`src/rtl/counter_pkg.sv`:
```
// ---------------------------------------------------------------------------
// counter_pkg
//
// Shared definitions for the modulo-N up/down counter family.
//
//   DIR_UP / DIR_DN : encoding of the up_dn direction input.
//   MODULUS_MIN/MAX : legal range of the MODULUS parameter.
//   clog2_min1(n)   : ceil(log2(n)) clamped to at least 1, so that a counter
//                     with a tiny modulus still gets a one-bit register.
// ---------------------------------------------------------------------------
package counter_pkg;

    localparam logic DIR_UP = 1'b1;
    localparam logic DIR_DN = 1'b0;

    localparam int MODULUS_MIN = 2;
    localparam int MODULUS_MAX = 65536;

    // Constant function, evaluated at elaboration time only. The loop is
    // bounded so that it stays a plain static loop for synthesis tools.
    function automatic int clog2_min1(input int n);
        int r;
        r = 0;
        for (int i = 0; i < 31; i++) begin
            if ((64'(1) << i) < 64'(n)) begin
                r = i + 1;
            end
        end
        return (r < 1) ? 1 : r;
    endfunction

endpackage : counter_pkg

```
`src/rtl/mod_n_next_count.sv`:
```
// ---------------------------------------------------------------------------
// mod_n_next_count
//
// Purely combinational successor logic for a modulo-MODULUS counter.
// Given the current count and direction it produces the value the counter
// would take on an enabled step, plus the terminal-count flag for that
// direction. Priority between clear/load/enable lives in the parent.
//
// Ports
//   q      in   WIDTH  current count (always < MODULUS)
//   up_dn  in   1      1 = up, 0 = down
//   next_q out  WIDTH  q+1 / q-1 with modulo wrap
//   at_tc  out  1      q is the last value before wrapping in this direction
// ---------------------------------------------------------------------------
module mod_n_next_count
    import counter_pkg::*;
#(
    parameter int MODULUS = 10,
    parameter int WIDTH   = clog2_min1(MODULUS)
) (
    input  logic [WIDTH-1:0] q,
    input  logic             up_dn,
    output logic [WIDTH-1:0] next_q,
    output logic             at_tc
);

    // Largest legal count. For MODULUS == 2**WIDTH this is all ones and the
    // explicit compare still selects the wrap, which keeps the logic uniform
    // for every modulus instead of relying on natural overflow.
    localparam logic [WIDTH-1:0] Q_MAX  = WIDTH'(MODULUS - 1);
    localparam logic [WIDTH-1:0] Q_ZERO = '0;
    localparam logic [WIDTH-1:0] Q_ONE  = WIDTH'(1);

    logic at_max;
    logic at_min;

    assign at_max = (q == Q_MAX);
    assign at_min = (q == Q_ZERO);

    always_comb begin
        next_q = q;
        at_tc  = 1'b0;
        if (up_dn == DIR_UP) begin
            next_q = at_max ? Q_ZERO : (q + Q_ONE);
            at_tc  = at_max;
        end else begin
            next_q = at_min ? Q_MAX : (q - Q_ONE);
            at_tc  = at_min;
        end
    end

endmodule : mod_n_next_count

```
`src/rtl/mod_n_updown_counter.sv`:
```
// ---------------------------------------------------------------------------
// mod_n_updown_counter
//
// Fully synchronous modulo-MODULUS up/down counter with enable, parallel
// load, synchronous clear, terminal count and a cascade carry. Stages are
// chained by feeding carry_out of stage k into en of stage k+1; all stages
// share clk and reset.
//
// Ports
//   clk        in   1      rising-edge clock
//   reset      in   1      asynchronous, active-high; q and load_err to 0
//   en         in   1      count enable, one step per clock
//   up_dn      in   1      1 = count up, 0 = count down
//   clear      in   1      synchronous clear (highest priority)
//   load       in   1      synchronous parallel load of load_val
//   load_val   in   WIDTH  value to load; rejected when >= MODULUS
//   q          out  WIDTH  registered count, always < MODULUS
//   tc         out  1      terminal count for the current direction
//   carry_out  out  1      en & tc, combinational, drives the next stage
//   load_err   out  1      one-cycle registered pulse for a rejected load
//
// Priority on each edge: clear > load > en > hold. A rejected load holds q
// and suppresses counting for that cycle.
// ---------------------------------------------------------------------------
module mod_n_updown_counter
    import counter_pkg::*;
#(
    parameter int MODULUS = 10,
    parameter int WIDTH   = clog2_min1(MODULUS)
) (
    input  logic             clk,
    input  logic             reset,
    input  logic             en,
    input  logic             up_dn,
    input  logic             clear,
    input  logic             load,
    input  logic [WIDTH-1:0] load_val,
    output logic [WIDTH-1:0] q,
    output logic             tc,
    output logic             carry_out,
    output logic             load_err
);

    // -----------------------------------------------------------------------
    // Elaboration-time parameter sanity
    // -----------------------------------------------------------------------
    generate
        if ((MODULUS < MODULUS_MIN) || (MODULUS > MODULUS_MAX)) begin : g_bad_modulus
            $error("mod_n_updown_counter: MODULUS %0d outside legal range", MODULUS);
        end
        if (WIDTH < clog2_min1(MODULUS)) begin : g_bad_width
            $error("mod_n_updown_counter: WIDTH %0d too narrow for MODULUS %0d",
                   WIDTH, MODULUS);
        end
    endgenerate

    // Modulus held one bit wider than the count so that MODULUS == 2**WIDTH
    // is representable in the range check.
    localparam logic [WIDTH:0] MOD_EXT = (WIDTH + 1)'(MODULUS);

    // -----------------------------------------------------------------------
    // State
    // -----------------------------------------------------------------------
    logic [WIDTH-1:0] q_q;
    logic [WIDTH-1:0] q_d;
    logic             load_err_q;
    logic             load_err_d;

    // -----------------------------------------------------------------------
    // Successor / terminal-count logic
    // -----------------------------------------------------------------------
    logic [WIDTH-1:0] step_q;
    logic             at_tc;

    mod_n_next_count #(
        .MODULUS (MODULUS),
        .WIDTH   (WIDTH)
    ) u_next (
        .q      (q_q),
        .up_dn  (up_dn),
        .next_q (step_q),
        .at_tc  (at_tc)
    );

    // -----------------------------------------------------------------------
    // Load range check
    // -----------------------------------------------------------------------
    logic load_ok;

    assign load_ok = ({1'b0, load_val} < MOD_EXT);

    // -----------------------------------------------------------------------
    // Priority mux: clear > load > en > hold
    // -----------------------------------------------------------------------
    always_comb begin
        q_d        = q_q;
        load_err_d = 1'b0;
        if (clear) begin
            q_d = '0;
        end else if (load) begin
            if (load_ok) begin
                q_d = load_val;
            end else begin
                // Out-of-range load: keep q and swallow this cycle's enable
                // so the rejected request has no side effect on the count.
                load_err_d = 1'b1;
            end
        end else if (en) begin
            q_d = step_q;
        end
    end

    // -----------------------------------------------------------------------
    // Registers
    // -----------------------------------------------------------------------
    always_ff @(posedge clk or posedge reset) begin
        if (reset) begin
            q_q        <= '0;
            load_err_q <= 1'b0;
        end else begin
            q_q        <= q_d;
            load_err_q <= load_err_d;
        end
    end

    // -----------------------------------------------------------------------
    // Outputs. tc and carry_out are deliberately combinational so that a
    // chain of stages ripples its enables within one clock period.
    // -----------------------------------------------------------------------
    assign q         = q_q;
    assign tc        = at_tc;
    assign carry_out = en & at_tc;
    assign load_err  = load_err_q;

    // -----------------------------------------------------------------------
    // Invariant: the count never leaves 0..MODULUS-1.
    // -----------------------------------------------------------------------
    q_in_range : assert property (@(posedge clk) disable iff (reset)
                                  ({1'b0, q_q} < MOD_EXT));

endmodule : mod_n_updown_counter

```
`config.mk`:
```
export PLATFORM = sky130hd
export DESIGN_NAME = mod_n_updown_counter
export DESIGN_NICKNAME = d
export VERILOG_FILES = /design/src/rtl/counter_pkg.sv /design/src/rtl/mod_n_next_count.sv /design/src/rtl/mod_n_updown_counter.sv
export SDC_FILE = /design/constraint.sdc
export NUM_CORES = 1
export LEC_CHECK = 0
export CAP_MARGIN = 15
export CORE_MARGIN = 10
export CORE_UTILIZATION = 35
export CTS_CLUSTER_SIZE = 20
export DETAILED_ROUTE_END_ITERATION = 8
export DONT_BUFFER_PORTS = 1
export SLEW_MARGIN = 0
export SYNTH_ARGS = -nofsm -noshare
export SYNTH_HDL_FRONTEND = slang
export SYNTH_HIERARCHICAL = 1
export SYNTH_SLANG_ARGS = --single-unit
```
`constraint.sdc`:
```
create_clock -name clk -period 1.55 [get_ports clk]
set_input_delay 0.2325 -clock clk [delete_from_list [all_inputs] [get_ports clk]]
set_output_delay 0.2325 -clock clk [all_outputs]
set_load 0.03 [all_outputs]
```
## Word level (Yosys, flattened, before mapping)

Index checks and enable logic that the tools add are counted.

| storage, ports and cells | value |
|---|---|
| register bits | 5 |
| output and inout port bits | 7 |

| cells by class | value |
|---|---|
| add/subtract/negate cells | 2 |
| order comparisons | 1 |
| eq/ne operators | 2 |
| mux-type cells | 11 |
| bitwise operators | 1 |
| reduce and logical (&&, ||, !) cells | 3 |

Operators with widths:

| kind | number |
|---|---|
| 4-bit two-way mux | 7 |
| 4-bit by 1-bit adder with 4-bit output, second input constant | 1 |
| 4-bit == test, second input constant | 1 |
| 4-bit zero test | 1 |
| 4-bit < comparator, second input constant | 1 |
| 1-bit two-way mux | 4 |
| 4-bit by 1-bit subtractor with 4-bit output, second input constant | 1 |
| 3-bit by 2-bit inequality test with 1-bit output, second input constant | 1 |
| 3-bit nonzero test | 1 |
| 2-bit AND reduction | 1 |
| 1-bit bitwise AND | 1 |

## Depth between registers and ports, before layout

| depth | value |
|---|---|
| depth in word-level cells | 6 |
| depth in mapped cells | 7 |

## Modules after synthesis

Netlist, hierarchy kept.

By module, submodules not included:

| module | times used | cells each | area each (um^2) | sequential area each (um^2) |
|---|---|---|---|---|
| mod_n_updown_counter | 1 | 29 | 289.0 | 125.1 |
| mod_n_next_count | 1 | 26 | 183.9 | 0.0 |

## Worst setup path after synthesis

No wires, ideal clock.

| timing path | value |
|---|---|
| path type | flip-flop to output port |
| from | register q_q[3] (netlist: q[3]) |
| to | output carry_out |
| arrival | 2.277 ns |
| required time | 1.317 ns |
| slack | -0.959 ns |
| cell stages (with the launch flop) | 5 |
| path buffers | 1 |
| cell sequence | dfrtp_1 > buf_6 > or3_1 > a211oi_1 > and2_1 |

| on the way | value |
|---|---|
| cells in the longest elaborated chain, start to end | 3 |

Ends and longest elaborated chain:

| element | RTL line | RTL |
|---|---|---|
| from (decl) | mod_n_updown_counter.sv:64 | `logic [WIDTH-1:0] q_q;` |
| from (signal assigned) | mod_n_updown_counter.sv:121 | `q_q <= q_d;` |
| 4-bit == test / 4-bit zero test (equally long branches) | mod_n_next_count.sv:37, mod_n_next_count.sv:38 |  |
| 1-bit two-way mux (*) | mod_n_next_count.sv:43 | `if (up_dn == DIR_UP) begin` |
| via tc | mod_n_updown_counter.sv:39 | `output logic tc,` |
| 1-bit bitwise AND (*) | mod_n_updown_counter.sv:132 | `assign carry_out = en & at_tc;` |
| to (decl) | mod_n_updown_counter.sv:40 | `output logic carry_out,` |

The timed path passes the listed nets; every way through them passes the cells marked *.

## Worst setup path after layout

| timing path | value |
|---|---|
| from | register q_q[0] (netlist: q[0]) |
| to | output carry_out |

| on the way | value |
|---|---|
| cells in the longest elaborated chain, start to end | 3 |

Ends and longest elaborated chain:

| element | RTL line |
|---|---|
| 4-bit == test / 4-bit zero test (equally long branches) | mod_n_next_count.sv:37, mod_n_next_count.sv:38 |
| 1-bit two-way mux (*) | mod_n_next_count.sv:43 |
| 1-bit bitwise AND (*) | mod_n_updown_counter.sv:132 |

Mark *: on every way between the ends. The rest lies on a longest branch, timed or not.

==> impl_metrics.tcl <==
set metrics [dict create \
    status "complete, but fails checks" \
    violations "negative setup slack" \
    async_flop_share_pct 100 \
    hold_viol 0 \
    fin_crit_sh_pct 113 \
    antenna_cells 0 \
    cts_num_sinks 5 \
    ys_top_cells_by_count "o21ai_0, a21oi_1, dfrtp_1, or3_1, mux2i_1" \
    crit_path_max_incr_delay_ns 0.43 \
    setup_viol 5 \
    grt_max_degree 10 \
    synthCells 55 \
    crit_path_max_fanout 3 \
    crit_family "simple AND/OR/NAND/NOR gates" \
    critPathBufInv 0 \
    drive_gt1_share_pct 49.3 \
    via_per_inst 5.63 \
    root_buffer "clkbuf_4" \
    clkTransAtPathRegs_ns 0.04 \
    tritoncts "built" \
    synth.distinct_cells 27 \
    coreArea_um2 1280 \
    powerDensity_nw_per_um2 787 \
    yosysTopAreaCell "dfrtp_1" \
    insertion_delay_ns 0.24 \
    drt-total-wl_um 1390 \
    synth_seq_cells 5 \
    syn_area_per_cell_um2 8.60 \
    design.die.area_um2 3220 \
    drc 0 \
    nets 82 \
    syn_nets 65 \
    fillers 126 \
    timing.rr.start "q[0]" \
    synth_area_um2 473 \
    r2r_slack_ns -0.19 \
    setup_ws_ns -0.209 \
    grt_pass1_wl_um 2170 \
    hpwl_um 964 \
    max-vdd-ir-drop_uv 410 \
    ioPinCount 17 \
    maxCapViolCount 0 \
    crit-reg2reg-capture "q[2]" \
    ant_nets 0 \
    gp_congestion 0.800 \
    antenna_found_initial 0 \
    relSlewSlack_pct 75.7 \
    ff2ff_path_depth 7 \
    yosysWarningCount 6 \
    die-height_um 56.8 \
    grt_usage_pct 8.26 \
    hold_class "in -> reg" \
    cts_buffers 3 \
    holdPathStages 1 \
    h-tree-depth 1 \
    timing.hold.ws_ns 0.0337 \
    vias 484 \
    yosysMostFrequentCell "o21ai_0" \
    wl_per_cell_um 16.2 \
    synthTopCellsByArea "dfrtp_1, mux2i_1, buf_6, or3_1, o21ai_0" \
    critical_path_arrival_ns 1.53 \
    tightest_slew_ns 0.363 \
    die_width_um 56.8 \
    worstHoldStart "clear" \
    drt_iter0_markers 15 \
    start_util_pct 36.8 \
    startpoint_type "register" \
    fmax_mhz 569 \
    grt_overflow 0 \
    yosysTopAreaCellShare_pct 26.5 \
    fin_crit_ns 1.76 \
    grt_setup_unrepaired "true" \
    post-route-util_pct 53.4 \
    critical_path.cell_chain "or3_4 -> a211oi_4 -> and2_4" \
    finClkSkew_ns 0.00163 \
    endpoint_kind "output pin" \
    cp_slowest_cell "dfrtp_2" \
    port_buffers 0 \
    final-max-slew-violation-count 0 \
    synth_enable_flop_cells 0 \
    min_to "q[1]" \
    required_ns 1.32 \
    total_power_mw 0.540 \
    grt_pass1_vias 506 \
    leakagePower_nw 0.299 \
    crit_type "reg -> out" \
    rows 13 \
    cts.path.max_buffers 2 \
    area_delta_synth_final_pct 45.0 \
    dr.pass1.iters 4 \
    place_ws_ns -0.0953 \
    synth_ff_type "dfrtp_1" \
    yosysSeqAreaShare_pct 26.5 \
]
==> sequential cells by signal, indices dropped and copies added (netlist names) <==
name and cells:
load_err 1, q 4
==> routing by layer <==
| metal | track usage (%) | vias to the layer above | share of wire, % |
|---|---|---|---|
| met3 | 4.27 | 2 | 9.0 |
| met5 | 0 | - | 0 |
| met2 | 13.9 | 15 | 51 |
| li1 | - | 231 | - |
| met1 | 8.48 | 236 | 39 |
| met4 | 3.02 | 0 | 1.0 |
==> through the flow <==
step | TNS (ns) | area [µm²] | cells
after floorplan | -0.803 | 500 | 55
after global placement | -0.124 | 542 | 75
after detailed placement | -0.133 | 542 | 75
after CTS | -0.671 | 643 | 85
after global routing | -1.02 | 686 | 86
final | -0.749 | 686 | 86
==> final cells by class <==
type | instances | area, µm² | area share [%]
clock buffers | 4 | 26.3 | 3.83
inverters | 4 | 15.0 | 2.19
multi-input cells | 41 | 347 | 50.5
flip-flops and latches | 5 | 129 | 18.8
well taps | 15 | 18.8 | 2.74
repair buffers | 17 | 150 | 21.9
==> kinds of logic (layout without fill, tap and decap cells) <==
| group | count (synthesis) | in the layout | share of synthesized area (%) |
|---|---|---|---|
| simple gates | 17 | 17 | 21.4 |
| flops | 5 | 5 | 26.5 |
| compound gates | 18 | 18 | 26.5 |
| mux | 4 | 4 | 8.47 |
| buf+inv | 9 | 25 | 13.5 |
| xor+xnor | 2 | 2 | 3.70 |
==> worst max path at each step <==
stage	from	to	slack, ns	cells past startpoint
detailed placement	q[0]	q[2]	-0.1	6
global route	q[0]	carry_out	-0.25	3
global placement	q[0]	q[2]	-0.06	6
CTS	q[0]	carry_out	-0.20	3
finish	q[0]	carry_out	-0.21	3
floorplan	q[0]	carry_out	-0.37	4
==> power breakdown <==
part	leakage, nW	switching [mW]	internal [mW]	total (mW)
Combinational	0.222	0.104	0.125	0.229
Clock	0.0150	0.0553	0.0974	0.153
Sequential	0.0623	0.0159	0.142	0.158
Total	0.299	0.175	0.364	0.540
==> layout by cell type, fill, tap and decap left out, types with 3 or more instances in the layout <==
master,n
buf_4,13
o21ai_0,5
mux2i_1,4
or3_1,3
inv_1,3
a21oi_1,3
clkbuf_4,3
dfrtp_2,3
==> what timing repair did <==
action	4_1_cts	5_1_grt
gates resized for setup	4	6
setup endpoints to repair	5	5
hold endpoints to repair	5	0
gates cloned	0	0
hold buffers	1	0
pin swaps	2	3
setup buffers	5	1
Note: power is estimated with default switching activity, not from simulation.
